--- src/rtl/matrix_mem_sequencer.sv ---
// Command sequencer in front of the 256-bit x 16 matrix RAM.
// For each command it reads operands A and B, issues them to the matrix
// execution unit, collects the result and writes it back to RAM.
//
// state    | meaning
// ---------+-------------------------------------------------------
// IDLE     | CmdReady high, RAM idle, waiting for CmdValid
// RD_A     | RAM read of SrcA
// RD_B     | RAM read of SrcB, capture A from DataOut at exit edge
// CAP_B    | RAM idle, capture B from DataOut at exit edge
// ISSUE    | OpValid high until the execution unit takes the operands
// WAIT_RES | ResReady high until a result arrives
// WRITE    | RAM write of the result to Dst
// DONE     | one-cycle Done pulse, DoneCount advanced
module matrix_mem_sequencer #(
   parameter int DATA_W = 256,
   parameter int ADDR_W = 4,
   parameter int CNT_W  = 8
) (
   input  logic              Clock,
   input  logic              nReset,
   input  logic              CmdValid,
   output logic              CmdReady,
   input  logic [ADDR_W-1:0] CmdSrcA,
   input  logic [ADDR_W-1:0] CmdSrcB,
   input  logic [ADDR_W-1:0] CmdDst,
   output logic              MemEnable,
   output logic              MemReadWrite,
   output logic [ADDR_W-1:0] MemAddress,
   output logic [DATA_W-1:0] MemDataIn,
   input  logic [DATA_W-1:0] MemDataOut,
   output logic              OpValid,
   input  logic              OpReady,
   output logic [DATA_W-1:0] OpA,
   output logic [DATA_W-1:0] OpB,
   input  logic              ResValid,
   output logic              ResReady,
   input  logic [DATA_W-1:0] ResData,
   output logic              Done,
   output logic [CNT_W-1:0]  DoneCount
);

   typedef enum logic [2:0] {
      S_IDLE, S_RD_A, S_RD_B, S_CAP_B, S_ISSUE, S_WAIT_RES, S_WRITE, S_DONE
   } state_t;

   state_t            state;
   logic [ADDR_W-1:0] src_b_q;
   logic [ADDR_W-1:0] dst_q;

   // Command acceptance is decoded from the state register alone.
   assign CmdReady = (state == S_IDLE);

   // Sequencer FSM; every RAM and handshake output is set on the edge
   // that enters the state in which it must be visible.
   always_ff @(posedge Clock or negedge nReset) begin
      if (!nReset) begin
         state        <= S_IDLE;
         src_b_q      <= '0;
         dst_q        <= '0;
         MemEnable    <= 1'b0;
         MemReadWrite <= 1'b1;
         MemAddress   <= '0;
         MemDataIn    <= '0;
         OpA          <= '0;
         OpB          <= '0;
         OpValid      <= 1'b0;
         ResReady     <= 1'b0;
         Done         <= 1'b0;
         DoneCount    <= '0;
      end else begin
         case (state)
            S_IDLE: begin
               if (CmdValid) begin
                  src_b_q      <= CmdSrcB;
                  dst_q        <= CmdDst;
                  MemEnable    <= 1'b1;
                  MemReadWrite <= 1'b1;
                  MemAddress   <= CmdSrcA;
                  state        <= S_RD_A;
               end
            end
            S_RD_A: begin
               MemAddress <= src_b_q;
               state      <= S_RD_B;
            end
            S_RD_B: begin
               // DataOut now carries word A from the RD_A edge.
               OpA        <= MemDataOut;
               MemEnable  <= 1'b0;
               MemAddress <= '0;
               state      <= S_CAP_B;
            end
            S_CAP_B: begin
               OpB     <= MemDataOut;
               OpValid <= 1'b1;
               state   <= S_ISSUE;
            end
            S_ISSUE: begin
               if (OpReady) begin
                  OpValid  <= 1'b0;
                  ResReady <= 1'b1;
                  state    <= S_WAIT_RES;
               end
            end
            S_WAIT_RES: begin
               if (ResValid) begin
                  MemDataIn    <= ResData;
                  ResReady     <= 1'b0;
                  MemEnable    <= 1'b1;
                  MemReadWrite <= 1'b0;
                  MemAddress   <= dst_q;
                  state        <= S_WRITE;
               end
            end
            S_WRITE: begin
               MemEnable    <= 1'b0;
               MemReadWrite <= 1'b1;
               MemAddress   <= '0;
               Done         <= 1'b1;
               DoneCount    <= DoneCount + 1'b1;
               state        <= S_DONE;
            end
            S_DONE: begin
               Done  <= 1'b0;
               state <= S_IDLE;
            end
            default: state <= S_IDLE;
         endcase
      end
   end

endmodule

--- config.mk ---
export PLATFORM = sky130hd
export DESIGN_NAME = matrix_mem_sequencer
export DESIGN_NICKNAME = d
export VERILOG_FILES = /design/src/rtl/matrix_mem_sequencer.sv
export SDC_FILE = /design/constraint.sdc
export NUM_CORES = 1
export LEC_CHECK = 0
export ABC_AREA = 1
export CAP_MARGIN = 25
export CORE_AREA = 2 2 512 514
export CTS_CLUSTER_SIZE = 30
export DETAILED_ROUTE_END_ITERATION = 6
export DIE_AREA = 0 0 514 516
export HOLD_SLACK_MARGIN = 0.1
export PLACE_DENSITY = 0.34
export REMOVE_ABC_BUFFERS = 1
export SLEW_MARGIN = 20
export SYNTH_ARGS = -nofsm -noshare
export SYNTH_HDL_FRONTEND = slang
export SYNTH_SLANG_ARGS = --single-unit
--- constraint.sdc ---
create_clock -name Clock -period 1.4 [get_ports Clock]
set_input_delay 0.28 -clock Clock [delete_from_list [all_inputs] [get_ports Clock]]
set_output_delay 0.28 -clock Clock [all_outputs]
set_load 0.02 [all_outputs]
==> out/summary.json, run 1 <==
{
  "post_synth.cell_area_avg_um2": 8.88,
  "busiest_layer": "met2",
  "port_buffers": 1314,
  "run_status": "finished, violations left",
  "synth_top_area_cell": "sky130_fd_sc_hd__dfrtp_1",
  "hold_viol_final": 0,
  "pwr_density_cell_nw_per_um2": 2480,
  "rsz0062_at_grt": "true",
  "detailroute.via_count": 32300,
  "grt_max_degree": 55,
  "floorplan.initialDensity": 0.119,
  "max_clock_freq_mhz": 511,
  "cts.path.max_buffers": 3,
  "design.final.nets": 6082,
  "synth_seq_cells": 796,
  "groute.layer.met2.usage": 0.247,
  "globalRouteMet3Util": 0.0596,
  "slew-limit-headroom": 0.720,
  "wirelength_mm": 207,
  "drtPass1Iterations": 7,
  "leakagePower_nw": 30.2,
  "clkTransAtPathRegs_ps": 60,
  "placement_rows": 187,
  "worst_hold_path_type": "in2reg",
  "cts_max_level": 3,
  "worstPathMaxFanout": 12,
  "worst_clock_skew_ps": 47.4,
  "synth_cells": 3481,
  "initial_antenna_violation_count": 55,
  "worst_skew_pair.late_latency_ps": 760,
  "post_route_cells_drive_above_1_share": 0.267,
  "setup-violations-final": 1574,
  "failing_checks": "setup timing",
  "synthFlopType": "sky130_fd_sc_hd__dfrtp_1",
  "grt_overflow": 0,
  "routabilityCongestion": 0.822,
  "netlist_area_um2": 30900,
  "critPathArrivalTime_ps": 2560,
  "remaining_design_rule_violation_count": 0,
  "fin_tns_setup_ps": -400740,
  "clk_root_buffer_cell": "sky130_fd_sc_hd__clkbuf_16",
  "finalCriticalPeriod_ps": 1960,
  "clock_sinks": 796,
  "hpwlAfterDp_mm": 157,
  "worstSetupEndpointType": "flip-flop",
  "core_um2": 259000,
  "netlist_top_cells_area": "sky130_fd_sc_hd__dfrtp_1 (64%), sky130_fd_sc_hd__nand2_1 (23%), sky130_fd_sc_hd__nand3_1 (4.6%)",
  "synth_edf_count": 0,
  "ioPinCount": 1315,
  "first_iter_violations": 1617,
  "hold_slack_ps": 174,
  "cts_tree": "done",
  "vdd_drop_max_mv": 1.28,
  "floorplan_die_area_um2": 265000,
  "yosys.cell_types.count": 24,
  "asyncSetResetFlopFracSynth": 1.00,
  "count_of_nets_left_with_antenna_violations_after_detail_routing": 0,
  "grt_pass1_vias": 34000,
  "setup.worst_path.start_class": "flip-flop",
  "synth_warnings": 0,
  "synth_common_cells": "sky130_fd_sc_hd__nand2_1 (1873), sky130_fd_sc_hd__dfrtp_1 (795), sky130_fd_sc_hd__nand3_1 (284), sky130_fd_sc_hd__o21ai_0 (257), sky130_fd_sc_hd__buf_2 (135)",
  "grt_pass1_wl_mm": 271,
  "grt.met1_usage": 0.156,
  "synthMostInstantiatedCell": "sky130_fd_sc_hd__nand2_1",
  "syn_to_final_growth_pct": 105,
  "num-fill-cells": 28100,
  "post-route-period-util": 1.40,
  "via_cell_ratio": 3.57,
  "die_height_um": 516,
  "synth.top_cell.area_share": 0.643,
  "finalMaxSlewViolations": 0,
  "setup_slack_ps": -555,
  "cts_inserted_buffers": 103,
  "critical_path_class": "reg2reg",
  "tightest_slew_ps": 420,
  "die_x_um": 514,
  "cp_data_required_time_ps": 2010,
  "routed_wire_length_per_instance_um": 22.8,
  "timing.max_cap.violations": 0,
  "sequential_to_total_area_share_from_yosys_stat": 0.644,
  "pre_cts_ws_ps": -502,
  "track_usage": 0.144
}
-- registers in the layout (all words and copies together), names as in the netlist --
register and cells:
MemEnable 1, Done 1, ResReady 1, src_b_q 4, MemDataIn 256, OpB 256, state 3, MemReadWrite 1
DoneCount 8, dst_q 4, MemAddress 4, OpValid 1, OpA 256
-- worst max-delay path, stage by stage, from the launching register on --
cell and delay, ps:
sky130_fd_sc_hd__dfrtp_1 400, sky130_fd_sc_hd__buf_6 130, sky130_fd_sc_hd__buf_4 160, sky130_fd_sc_hd__nor2_8 120
sky130_fd_sc_hd__nand2_4 60, sky130_fd_sc_hd__nor2_4 190, sky130_fd_sc_hd__buf_12 180, sky130_fd_sc_hd__buf_12 160
sky130_fd_sc_hd__clkinv_16 100, sky130_fd_sc_hd__clkbuf_16 210, sky130_fd_sc_hd__nand2_1 60, sky130_fd_sc_hd__nand2_1 40
-- per-stage QoR --
step,std cells,power [W],cell area (um2),util
after floorplan,3252,0.0654,29900,-
after global placement,8198,0.119,51300,0.198
after detailed placement,8198,0.119,51300,0.198
after CTS,8966,0.156,61400,0.237
after global routing,9049,0.167,63400,0.244
final,9057,0.157,63400,0.244
-- cell type report --
cell class | instances | area (um2) | share of cell area
flip-flops and latches | 796 | 20000 | 0.315
diodes | 20 | 50.0 | 0.000790
repair inverters | 3 | 43.8 | 0.000691
clock inverters | 39 | 462 | 0.00728
inverters | 16 | 106 | 0.00168
well taps | 3402 | 4260 | 0.0672
multi-input cells | 2440 | 10200 | 0.160
clock buffers | 149 | 3070 | 0.0485
repair buffers | 2192 | 25200 | 0.398
-- layer usage --
| layer | vias up | share of wire |
|---|---|---|
| met5 | - | 0.00048 |
| met3 | 293 | 0.094 |
| met1 | 15600 | 0.38 |
| met2 | 1227 | 0.49 |
| met4 | 14 | 0.041 |
| li1 | 15200 | - |
-- path summary, 6_finish.rpt --
path	end	slack [ps]	depth (start not counted)	start
worst max register to register	MemDataIn[16]	-560	11	state[1]
worst max-delay path	MemDataIn[16]	-560	11	state[1]
worst min register to register	src_b_q[1]	470	2	src_b_q[1]
min in group asynchronous	OpB[24]	290	3	nReset
max in group asynchronous	OpA[242]	450	4	nReset
worst min-delay path	MemDataIn[72]	170	3	ResData[72]
-- cells by family (layout without fill, tap and decap cells) --
logic type | after synthesis | count (layout) | synth area share
AOI/OAI and AO/OA | 260 | 260 | 0.0422
xor gates and xnor gates | 3 | 3 | 0.000850
adders and majority gates | 1 | 1 | 0.000404
and+or+nand+nor | 2176 | 2176 | 0.277
other | 0 | 20 | 0
DFF | 796 | 796 | 0.644
buffers and inverters | 245 | 2399 | 0.0356
-- what timing repair did --
action | CTS | global route
gates cloned | 3 | 47
buffers inserted | 137 | 25
endpoints found under the hold margin | 1390 | 0
setup endpoints to repair | 1582 | 1582
hold buffers | 442 | 0
pin swaps | 2 | 12
gates resized for setup | 3969 | 153
-- power breakdown --
| group | switching, W | internal, W |
|---|---|---|
| sequential | 0.00978 | 0.0342 |
| combinational | 0.0456 | 0.0399 |
| clock | 0.0116 | 0.0162 |
| total | 0.0670 | 0.0904 |
-- cells in the final DEF (no fill, tap or decap), types with 43 or more instances in the layout --
cell / instances
sky130_fd_sc_hd__nand2_1: 1835
sky130_fd_sc_hd__dfrtp_1: 751
sky130_fd_sc_hd__buf_6: 639
sky130_fd_sc_hd__clkdlybuf4s50_1: 527
sky130_fd_sc_hd__dlygate4sd3_1: 442
sky130_fd_sc_hd__buf_4: 288
sky130_fd_sc_hd__nand3_1: 278
sky130_fd_sc_hd__o21ai_0: 235
sky130_fd_sc_hd__buf_12: 224
sky130_fd_sc_hd__clkbuf_16: 143
sky130_fd_sc_hd__dfrtp_2: 43
No activity file was read; power rests on OpenSTA's default activity.
==> inputs of run 2 (changes only) <==
- CORE_AREA: 2 2 512 514 -> 4 4 514 516
- DIE_AREA: 0 0 514 516 -> 0 0 518 520
==> run 2 against run 1 <==
  * Fmax is 0.20% higher
  * The run still ends with setup timing left
  * Clock-buffer cell count is 8 higher
  * Clock skew is 4.9 ps lower
==> out/summary.json, run 2 (synthesis gave the netlist of run 1 again) <==
{
  "run_status": "finished, violations left",
  "failing_checks": "setup timing",
  "cts.path.max_buffers": 3,
  "max_clock_freq_mhz": 513,
  "hold_viol_final": 0,
  "rsz0062_at_grt": "true",
  "worst_hold_path_type": "in2reg",
  "power.clock.fraction": 0.179,
  "logic_depth_of_the_worst_register_to_register_path": 14,
  "placement_rows": 187,
  "wirelength_mm": 208,
  "post_route_cells_drive_above_1_share": 0.274,
  "first_iter_violations": 1638,
  "p_sw_frac": 0.425,
  "detailroute.via_count": 32600,
  "internal_dissipation_w": 0.0904,
  "tightest_slew_ps": 667,
  "slew-limit-headroom": 0.555,
  "worst_path_most_repeated_cell": "sky130_fd_sc_hd__buf_4",
  "remaining_design_rule_violation_count": 0,
  "core_um2": 259000,
  "rr_startpoint": "state[0]",
  "crit_path_top_delay_cell": "sky130_fd_sc_hd__dfrtp_1",
  "via_cell_ratio": 3.58,
  "worst_r2r_endpoint": "MemDataIn[130]",
  "crit_path_end": "MemDataIn[130]",
  "cp_data_required_time_ps": 2080,
  "grt_overflow": 0,
  "die_x_um": 518,
  "startpoint": "state[0]",
  "worst_clock_skew_ps": 42.5,
  "die_height_um": 520,
  "count_of_nets_left_with_antenna_violations_after_detail_routing": 0,
  "setup_slack_ps": -551,
  "mostFrequentLayoutCell": "sky130_fd_sc_hd__nand2_1",
  "clkTransAtPathRegs_ps": 60,
  "ioPinCount": 1315,
  "setup-violations-final": 1571,
  "grt_pass1_vias": 34600,
  "relative_contribution_of_sequential_cells_to_total_power": 0.280,
  "initial_antenna_violation_count": 53,
  "floorplan_die_area_um2": 269000,
  "grt_max_degree": 91,
  "finalMaxSlewViolations": 0,
  "reg2reg_slack_ps": -550,
  "power.total_w": 0.157,
  "vdd_drop_max_mv": 1.21,
  "critical_path_class": "reg2reg",
  "cts_tree": "done",
  "largestRegisters": "MemDataIn: 256 flops, OpA: 256 flops, OpB: 256 flops",
  "track_usage": 0.144,
  "post-route-period-util": 1.39,
  "power_switching_w": 0.0669,
  "worst_skew_pair.late_latency_ps": 730,
  "cp_slowest_stage_delay_ps": 360,
  "final_cell_mix": "sky130_fd_sc_hd__nand2_1 (1804), sky130_fd_sc_hd__dfrtp_1 (749), sky130_fd_sc_hd__buf_6 (671), sky130_fd_sc_hd__clkdlybuf4s50_1 (527), sky130_fd_sc_hd__dlygate4sd3_1 (456)",
  "clock_sinks": 796,
  "clk_root_buffer_cell": "sky130_fd_sc_hd__clkbuf_16",
  "worstPathMaxFanout": 7,
  "port_buffers": 1314,
  "worstSetupEndpointType": "flip-flop",
  "finalCriticalPeriod_ps": 1950,
  "cts_max_level": 3,
  "setup.worst_path.start_class": "flip-flop",
  "cts_inserted_buffers": 107,
  "timing.max_cap.violations": 0,
  "post-place-cells": 8207,
  "final_cells": 9128,
  "floorplan.initialDensity": 0.119,
  "leakagePower_nw": 30.5,
  "critPathArrivalTime_ps": 2640,
  "finished_core_util": 0.246,
  "grt_pass1_wl_mm": 280,
  "drtPass1Iterations": 5,
  "design.final.nets": 6144,
  "syn_to_final_growth_pct": 106,
  "timing.critical_path.cells": "buf_4 > buf_6 > inv_8 > buf_12 > nor2_8 > nand2_4 > nor2_4 > buf_6 > buf_12 > buf_4 > clkbuf_16 > buf_4 > nand2_1 > nand2_1",
  "hpwlAfterDp_mm": 158,
  "routabilityCongestion": 0.848,
  "pwr_density_cell_nw_per_um2": 2460,
  "routed_wire_length_per_instance_um": 22.8,
  "comb_power_share": 0.541,
  "fin_tns_setup_ps": -372430
}
-- run 2: cell count changes in the layout (fill, tap and decap cells not counted), sizes merged --
cell	before	now
clkinv	33	27
bufinv	5	6
diode	20	26
buf	1183	1233
dlygate4sd3	442	456
clkinvlp	0	4
bufbuf	1	3
-- run 2: area by class of cell --
| cell class | instances | area, um2 |
|---|---|---|
| inverters | 16 | 119 |
| flip-flops and latches | 796 | 20000 |
| clock buffers | 157 | 3050 |
| repair inverters | 3 | 47.5 |
| well taps | 3402 | 4260 |
| diodes | 26 | 65.1 |
| multi-input cells | 2440 | 10200 |
| fillers | 28000 | 195000 |
| repair buffers | 2250 | 25700 |
| clock inverters | 38 | 488 |
-- run 2: worst max-delay path: cells and delay by family, from the launching register on --
kind          cells  cell delay [ps]
buf+inv           9             1110
flops             1              360
simple gates      5              400
-- run 2: through the flow --
step | setup slack (ps) | hold slack [ps] | cell area, um2
final | -551 | 191 | 63900
after global routing | -650 | 133 | 63800
after CTS | -617 | 100 | 62200
after detailed placement | -352 | 157 | 51500
after global placement | -343 | 157 | 51500
after floorplan | -12220 | -15.6 | 29900
-- run 2: layer usage --
metal  GRT usage  vias up  share of wire
met3      0.0592      248          0.086
met4      0.0390        4          0.031
li1            -    15300              -
met1       0.164    15900           0.39
met5           0        -        0.00013
met2       0.247     1171           0.50
-- run 2: worst min path at each step --
| stage | end | cells after the start | start |
|---|---|---|---|
| 2_1_floorplan | Done | 0 | nReset |
| 3_3_place_gp | OpB[8] | 1 | nReset |
| 3_5_place_dp | OpB[8] | 1 | nReset |
| 4_1_cts | MemDataIn[30] | 3 | ResData[30] |
| 5_1_grt | MemDataIn[204] | 3 | ResData[204] |
| 6_report | MemDataIn[7] | 3 | ResData[7] |
-- run 2: what timing repair did --
action,in CTS,in global routing
pin swaps,3,15
resized for setup,4009,144
buffers inserted,179,14
hold endpoints to repair,1416,0
endpoints found under the setup margin,1564,1574
hold buffers,456,0
gates cloned,6,47
-- run 2: power by group through the flow --
| stage | sequential, W | combinational (W) | clock (W) |
|---|---|---|---|
| 3_5_place_dp | 0.0425 | 0.0764 | 0 |
| 6_report | 0.0440 | 0.0851 | 0.0281 |
| 5_1_grt | 0.0453 | 0.0914 | 0.0300 |
| 2_1_floorplan | 0.0537 | 0.0117 | 0 |
| 4_1_cts | 0.0441 | 0.0843 | 0.0293 |
| 3_3_place_gp | 0.0424 | 0.0762 | 0 |
